### config.mk
export PLATFORM = sky130hd
export DESIGN_NAME = dmem_arbiter_flat
export DESIGN_NICKNAME = d
export VERILOG_FILES = /design/src/rtl/dmem_arbiter_if.sv /design/src/rtl/dmem_arbiter.sv /design/src/flat_wrapper.sv
export SDC_FILE = /design/constraint.sdc
export NUM_CORES = 1
export LEC_CHECK = 0
export CORE_ASPECT_RATIO = 0.8
export CORE_MARGIN = 10
export CORE_UTILIZATION = 40
export CTS_BUF_LIST = sky130_fd_sc_hd__clkbuf_4 sky130_fd_sc_hd__clkbuf_8
export CTS_CLUSTER_SIZE = 40
export DETAILED_ROUTE_END_ITERATION = 6
export PLACE_DENSITY = 0.82
export SLEW_MARGIN = 15
export SYNTH_ARGS = -nofsm -noshare
export SYNTH_HDL_FRONTEND = slang
export SYNTH_SLANG_ARGS = --single-unit
export TNS_END_PERCENT = 50
### constraint.sdc
create_clock -name clk -period 9.7 [get_ports clk]
set_input_delay 2.425 -clock clk [delete_from_list [all_inputs] [get_ports clk]]
set_output_delay 2.425 -clock clk [all_outputs]
set_load 0.005 [all_outputs]
### src/rtl/dmem_arbiter_if.sv
// dmem_arbiter_if: bundle of the two requester ports and the data-memory bus
// served by dmem_arbiter.
//   req/we/size/addr/wdata_p0/p1 : requester command fields (port 0 = LSU, port 1 = DMA/debug)
//   gnt_p0/p1                    : combinational grant back to each requester
//   resp_valid/rdata/err_p0/p1   : one-cycle response to the owning requester
//   mem_we/mem_a/mem_wd          : memory write enables, address, write data
//   mem_rd                       : memory combinational read data
// The slave modport is the arbiter's view. The master modport is the
// surrounding system, meaning the requesters together with the memory.
interface dmem_arbiter_if;
    logic        req_p0, req_p1;
    logic        we_p0, we_p1;
    logic [1:0]  size_p0, size_p1;
    logic [31:0] addr_p0, addr_p1;
    logic [31:0] wdata_p0, wdata_p1;
    logic        gnt_p0, gnt_p1;
    logic        resp_valid_p0, resp_valid_p1;
    logic [31:0] rdata_p0, rdata_p1;
    logic        err_p0, err_p1;
    logic [3:0]  mem_we;
    logic [31:0] mem_a;
    logic [31:0] mem_wd;
    logic [31:0] mem_rd;

    modport slave (
        input  req_p0, req_p1, we_p0, we_p1, size_p0, size_p1,
               addr_p0, addr_p1, wdata_p0, wdata_p1, mem_rd,
        output gnt_p0, gnt_p1, resp_valid_p0, resp_valid_p1,
               rdata_p0, rdata_p1, err_p0, err_p1, mem_we, mem_a, mem_wd
    );

    modport master (
        output req_p0, req_p1, we_p0, we_p1, size_p0, size_p1,
               addr_p0, addr_p1, wdata_p0, wdata_p1, mem_rd,
        input  gnt_p0, gnt_p1, resp_valid_p0, resp_valid_p1,
               rdata_p0, rdata_p1, err_p0, err_p1, mem_we, mem_a, mem_wd
    );
endinterface

### src/rtl/dmem_arbiter.sv
// dmem_arbiter: round-robin arbiter that shares one single-port data memory
// between the core LSU (port 0) and a DMA/debug loader (port 1).
// Each granted access occupies the memory bus for WAIT+1 cycles. Write
// enables are raised only in the last of those cycles. One cycle after that
// last cycle, the owner receives a single-cycle response.
//   clk   : clock
//   reset : asynchronous, active-high reset
//   bus   : dmem_arbiter_if.slave (requester ports plus memory bus)
// Parameter WAIT (0..15) sets the number of extra cycles each access holds the bus.
module dmem_arbiter #(
    parameter int WAIT = 0
) (
    input  logic          clk,
    input  logic          reset,
    dmem_arbiter_if.slave bus
);
    localparam logic [3:0] WAIT_C = 4'(WAIT);

    typedef enum logic {IDLE = 1'b0, ACCESS = 1'b1} state_t;

    state_t      state_q, state_d;
    logic [3:0]  cnt_p1;
    logic        port_p1, we_p1, err_p1;
    logic [1:0]  size_p1;
    logic [31:0] addr_p1, wdata_p1;
    logic        rr_last;          // 1: port 1 was granted last, so port 0 wins a tie
    logic        vld0_p2, vld1_p2, err0_p2, err1_p2;
    logic [31:0] rdata0_p2, rdata1_p2;

    logic        final_c, grant_ok, gnt0, gnt1;
    logic        s_we;
    logic [1:0]  s_size;
    logic [31:0] s_addr, s_wdata, rd_c;
    logic [3:0]  mem_we_c;

    function automatic logic access_err(input logic [1:0] size, input logic [1:0] alo);
        case (size)
            2'b00:   access_err = 1'b0;
            2'b01:   access_err = alo[0];
            2'b10:   access_err = (alo != 2'b00);
            default: access_err = 1'b1;
        endcase
    endfunction

    function automatic logic [3:0] lane_mask(input logic [1:0] size);
        case (size)
            2'b00:   lane_mask = 4'b0001;
            2'b01:   lane_mask = 4'b0011;
            2'b10:   lane_mask = 4'b1111;
            default: lane_mask = 4'b0000;
        endcase
    endfunction

    // Stage p0: arbitration and request sampling (combinational)
    always_comb begin
        final_c  = (state_q == ACCESS) && (cnt_p1 == WAIT_C);
        grant_ok = !reset && ((state_q == IDLE) || final_c);
        gnt0     = 1'b0;
        gnt1     = 1'b0;
        if (grant_ok) begin
            if (bus.req_p0 && bus.req_p1) begin
                gnt0 = rr_last;
                gnt1 = !rr_last;
            end else begin
                gnt0 = bus.req_p0;
                gnt1 = bus.req_p1;
            end
        end
        state_d = state_q;
        if (gnt0 || gnt1) begin
            state_d = ACCESS;
        end else if (final_c) begin
            state_d = IDLE;
        end
        // Gating the enables to the final cycle gives exactly one write edge per store.
        mem_we_c = 4'b0000;
        if (final_c && we_p1 && !err_p1) begin
            mem_we_c = lane_mask(size_p1);
        end
    end

    assign s_we    = gnt1 ? bus.we_p1    : bus.we_p0;
    assign s_size  = gnt1 ? bus.size_p1  : bus.size_p0;
    assign s_addr  = gnt1 ? bus.addr_p1  : bus.addr_p0;
    assign s_wdata = gnt1 ? bus.wdata_p1 : bus.wdata_p0;
    assign rd_c    = (we_p1 || err_p1) ? 32'h0 : bus.mem_rd;

    // Stage p1: access stage held on the memory bus; stage p2: response registers
    always_ff @(posedge clk or posedge reset) begin
        if (reset) begin
            state_q   <= IDLE;
            cnt_p1    <= 4'd0;
            rr_last   <= 1'b1;
            port_p1   <= 1'b0;
            we_p1     <= 1'b0;
            err_p1    <= 1'b0;
            size_p1   <= 2'b00;
            addr_p1   <= 32'h0;
            wdata_p1  <= 32'h0;
            vld0_p2   <= 1'b0;
            vld1_p2   <= 1'b0;
            err0_p2   <= 1'b0;
            err1_p2   <= 1'b0;
            rdata0_p2 <= 32'h0;
            rdata1_p2 <= 32'h0;
        end else begin
            state_q <= state_d;
            if (gnt0 || gnt1) begin
                cnt_p1   <= 4'd0;
                rr_last  <= gnt1;
                port_p1  <= gnt1;
                we_p1    <= s_we;
                size_p1  <= s_size;
                addr_p1  <= s_addr;
                wdata_p1 <= s_wdata;
                err_p1   <= access_err(s_size, s_addr[1:0]);
            end else if ((state_q == ACCESS) && !final_c) begin
                cnt_p1 <= cnt_p1 + 4'd1;
            end
            vld0_p2   <= final_c && !port_p1;
            vld1_p2   <= final_c && port_p1;
            err0_p2   <= final_c && !port_p1 && err_p1;
            err1_p2   <= final_c && port_p1 && err_p1;
            rdata0_p2 <= (final_c && !port_p1) ? rd_c : 32'h0;
            rdata1_p2 <= (final_c && port_p1) ? rd_c : 32'h0;
        end
    end

    assign bus.gnt_p0        = gnt0;
    assign bus.gnt_p1        = gnt1;
    assign bus.mem_we        = mem_we_c;
    assign bus.mem_a         = addr_p1;
    assign bus.mem_wd        = wdata_p1;
    assign bus.resp_valid_p0 = vld0_p2;
    assign bus.resp_valid_p1 = vld1_p2;
    assign bus.rdata_p0      = rdata0_p2;
    assign bus.rdata_p1      = rdata1_p2;
    assign bus.err_p0        = err0_p2;
    assign bus.err_p1        = err1_p2;
endmodule

### src/flat_wrapper.sv
// flat-port wrapper written by rule: the top's interface ports become plain ports
module dmem_arbiter_flat 
#(
    parameter int WAIT = 0
)
  (clk, reset, bus_req_p0, bus_req_p1, bus_we_p0, bus_we_p1, bus_size_p0, bus_size_p1, bus_addr_p0, bus_addr_p1, bus_wdata_p0, bus_wdata_p1, bus_mem_rd, bus_gnt_p0, bus_gnt_p1, bus_resp_valid_p0, bus_resp_valid_p1, bus_rdata_p0, bus_rdata_p1, bus_err_p0, bus_err_p1, bus_mem_we, bus_mem_a, bus_mem_wd);
  dmem_arbiter_if bus_i ();
  input  logic clk;
  input  logic reset;
  input wire logic [$bits(bus_i.req_p0)-1:0] bus_req_p0;
  input wire logic [$bits(bus_i.req_p1)-1:0] bus_req_p1;
  input wire logic [$bits(bus_i.we_p0)-1:0] bus_we_p0;
  input wire logic [$bits(bus_i.we_p1)-1:0] bus_we_p1;
  input wire logic [$bits(bus_i.size_p0)-1:0] bus_size_p0;
  input wire logic [$bits(bus_i.size_p1)-1:0] bus_size_p1;
  input wire logic [$bits(bus_i.addr_p0)-1:0] bus_addr_p0;
  input wire logic [$bits(bus_i.addr_p1)-1:0] bus_addr_p1;
  input wire logic [$bits(bus_i.wdata_p0)-1:0] bus_wdata_p0;
  input wire logic [$bits(bus_i.wdata_p1)-1:0] bus_wdata_p1;
  input wire logic [$bits(bus_i.mem_rd)-1:0] bus_mem_rd;
  output wire logic [$bits(bus_i.gnt_p0)-1:0] bus_gnt_p0;
  output wire logic [$bits(bus_i.gnt_p1)-1:0] bus_gnt_p1;
  output wire logic [$bits(bus_i.resp_valid_p0)-1:0] bus_resp_valid_p0;
  output wire logic [$bits(bus_i.resp_valid_p1)-1:0] bus_resp_valid_p1;
  output wire logic [$bits(bus_i.rdata_p0)-1:0] bus_rdata_p0;
  output wire logic [$bits(bus_i.rdata_p1)-1:0] bus_rdata_p1;
  output wire logic [$bits(bus_i.err_p0)-1:0] bus_err_p0;
  output wire logic [$bits(bus_i.err_p1)-1:0] bus_err_p1;
  output wire logic [$bits(bus_i.mem_we)-1:0] bus_mem_we;
  output wire logic [$bits(bus_i.mem_a)-1:0] bus_mem_a;
  output wire logic [$bits(bus_i.mem_wd)-1:0] bus_mem_wd;
  assign bus_i.req_p0 = bus_req_p0;
  assign bus_i.req_p1 = bus_req_p1;
  assign bus_i.we_p0 = bus_we_p0;
  assign bus_i.we_p1 = bus_we_p1;
  assign bus_i.size_p0 = bus_size_p0;
  assign bus_i.size_p1 = bus_size_p1;
  assign bus_i.addr_p0 = bus_addr_p0;
  assign bus_i.addr_p1 = bus_addr_p1;
  assign bus_i.wdata_p0 = bus_wdata_p0;
  assign bus_i.wdata_p1 = bus_wdata_p1;
  assign bus_i.mem_rd = bus_mem_rd;
  assign bus_gnt_p0 = bus_i.gnt_p0;
  assign bus_gnt_p1 = bus_i.gnt_p1;
  assign bus_resp_valid_p0 = bus_i.resp_valid_p0;
  assign bus_resp_valid_p1 = bus_i.resp_valid_p1;
  assign bus_rdata_p0 = bus_i.rdata_p0;
  assign bus_rdata_p1 = bus_i.rdata_p1;
  assign bus_err_p0 = bus_i.err_p0;
  assign bus_err_p1 = bus_i.err_p1;
  assign bus_mem_we = bus_i.mem_we;
  assign bus_mem_a = bus_i.mem_a;
  assign bus_mem_wd = bus_i.mem_wd;
  dmem_arbiter #(.WAIT(WAIT)) u_core (.clk(clk), .reset(reset), .bus(bus_i));
endmodule
==> results_dict.tcl <==
set metrics [dict create \
    cp_slowest_cell "inv_6" \
    cts_tree "yes" \
    die_h_um 127 \
    drtPass1Iterations 5 \
    dpl.cell_count 1031 \
    rows 39 \
    clockBufferDepth 2 \
    worstHoldStart "u_core.bus.mem_wd[21]" \
    max_freq_mhz 144 \
    clkTransAtPathRegs_ns 0.07 \
    synth_area_um2 5740 \
    final_cell_area_um2 9330 \
    hpwl_um 14200 \
    numPortBuffers 307 \
    cp.required_ns 7.28 \
    worstRegToRegCells 7 \
    overflow 0 \
    grt_start_max_net_pins 106 \
    n_antenna_cell 0 \
    antenna_left 0 \
    startpoint_type "input port" \
    drv_cap 0 \
    synth_area_leaders "dfrtp_1 62%, nand2_1 9.0%, a31oi_1 7.3%" \
    post_dp_cell_area_um2 8880 \
    coreArea_um2 14200 \
    worst_hold_path.num_cells 2 \
    critPathMaxFanout 79 \
    grt_setup_unrepaired "false" \
    grt_pass1_wl_um 28600 \
    drt_iter0_drc 316 \
    min_period_ns 6.92 \
    fin_cells 1064 \
    cts_resized 0 \
    grtUsageTotal 0.184 \
    async_flop_share 1.00 \
    crit_path_cell_trace "clkdlybuf4s50_1, inv_6, o21ai_0, nor2_1, clkdlybuf4s50_1" \
    numClockSinks 143 \
    vias_per_cell 4.84 \
    initial_core_util 0.405 \
    area_delta_synth_final_pct 62.5 \
    skew_ns 0.0156 \
    ys_warn_count 0 \
    routed_wl_um 19100 \
    tns_ns 0 \
    drive_gt1_frac 0.0523 \
    cts_hold_buf 0 \
    clock_latency_ns 0.45 \
    hp-class "register to register" \
    cts_buffers 17 \
    synth-seq-cells 143 \
    grt_pass1_vias 5132 \
    h-tree-depth 4 \
    cp.arrival_ns 4.50 \
    crit_top_cell "clkdlybuf4s50_1" \
    ys_seq_area_frac 0.624 \
    period_share 0.714 \
    syn_nets 753 \
    postCtsSetupBuffers 0 \
    synth_top_area_cell "dfrtp_1" \
    routedWlPerCell_um 17.9 \
    setup_viol 0 \
    die_area_um2 19600 \
    powerDensity_nw_per_um2 167 \
    dominantRegCellSynth "dfrtp_1" \
    finalHoldViolCount 0 \
    crit_path_max_incr_delay_ns 0.56 \
    synth-edff-count 0 \
    netlist.area_leader.share 0.619 \
    fin_util 0.659 \
    worst_pin_slew_ns 1.15 \
    p_leak_nw 4.26 \
    rr_startpoint "u_core.cnt_p1[0]" \
    syn_inst 579 \
    top_level_ports 308 \
    syn_avg_cell_area_um2 9.91 \
    final_nets 1041 \
    worst_hold_path.endpoint "u_core.bus.mem_wd[21]" \
    antenna_found_initial 0 \
    cp-end-kind "output port" \
    dr_total_vias 5152 \
    status "completed" \
    relSlewSlack 0.236 \
    r2r_setup_slack_ns 6.79 \
    drv_slew 0 \
    die_w_um 154 \
    path_class "input port to output port" \
    synth_cell_type_count 32 \
    gp_congestion 0.795 \
    reg2reg_to "u_core.bus.mem_a[16]" \
    irDropWorstVdd_v 0.000111 \
    clockRootBuffer "clkbuf_8" \
    drc 0 \
]
area by class of cell:
cell class	count	area, um^2
fillers	1119	4820
flip-flops and latches	143	3580
repair buffers	314	3130
multi-input cells	384	1920
clock buffers	19	249
well taps	184	230
clock inverters	13	188
inverters	7	31.3
through the flow:
step / total power [mW] / setup WS (ns) / hold slack (ns)
2_1_floorplan: 0.829 / 0.687 / 0.505
3_3_place_gp: 1.05 / 2.71 / 0.530
3_5_place_dp: 1.06 / 2.70 / 0.539
4_1_cts: 1.58 / 2.69 / 0.554
5_1_grt: 1.63 / 2.53 / 0.567
6_report: 1.56 / 2.78 / 0.551
state kept, by name (all words and copies together), names as in the netlist:
name,count
u_core.state_q,1
u_core.bus.err_p1,1
u_core.we_p1,1
u_core.err_p1,1
u_core.size_p1,2
u_core.bus.rdata_p1,32
u_core.cnt_p1,4
u_core.bus.mem_wd,32
u_core.bus.resp_valid_p1,1
u_core.rr_last,1
u_core.bus.rdata_p0,32
u_core.bus.mem_a,32
u_core.bus.err_p0,1
u_core.bus.resp_valid_p0,1
u_core.port_p1,1
cell usage after synthesis (2+ instances only):
cell type	count
nor2_1	79
nand3_1	2
ha_1	4
nand2_1	137
and3_1	65
buf_2	13
and2_1	2
dfrtp_1	142
a31oi_1	67
a21oi_1	7
buf_4	10
clkbuf_1	22
o21ai_0	4
xor2_1	2
inv_1	6
power by group:
part | internal, mW | switching [mW] | total, mW
clock | 0.287 | 0.231 | 0.518
sequential | 0.657 | 0.0337 | 0.691
combinational | 0.201 | 0.150 | 0.351
worst max-delay path, delay by kind of cell:
kind / cells / cell delay [ns]
buffers and inverters: 3 / 1.64
AOI/OAI and AO/OA: 1 / 0.28
and+or+nand+nor: 1 / 0.16
layout by cell type, fill, tap and decap left out, types with 2 or more instances in the layout:
cell	n
clkdlybuf4s50_1	307
dfrtp_1	142
nand2_1	137
nor2_1	78
a31oi_1	67
and3_1	65
clkbuf_8	17
a21oi_1	7
buf_4	6
inv_1	5
o21ai_0	4
ha_1	4
bufinv_16	4
inv_6	3
clkinvlp_4	3
and2_1	2
xor2_1	2
nand3_1	2
clkinv_4	2
clkbuf_4	2
clkinv_2	2
layer usage:
metal	vias up	wire length, um	GRT usage
met4	0	176	0.0527
li1	2515	-	-
met5	-	0	0
met2	195	9870	0.322
met3	11	1510	0.0698
met1	2431	7500	0.205
cell families after synthesis:
family	synth area share
xor+xnor	0.00458
mux	0.00174
fa+ha+maj	0.00872
buf+inv	0.0434
simple gates	0.225
compound gates	0.0922
flops	0.624
how the worst max path moves through the flow:
stage / cells after the start / start / slack, ns / to
floorplan: 4 / reset / 0.69 / bus_gnt_p1
finish: 5 / reset / 2.78 / bus_gnt_p0
global route: 5 / reset / 2.53 / bus_gnt_p0
detailed placement: 5 / reset / 2.70 / bus_gnt_p0
CTS: 5 / reset / 2.69 / bus_gnt_p0
global placement: 5 / reset / 2.71 / bus_gnt_p0
Power figures use the tool's default switching activity.
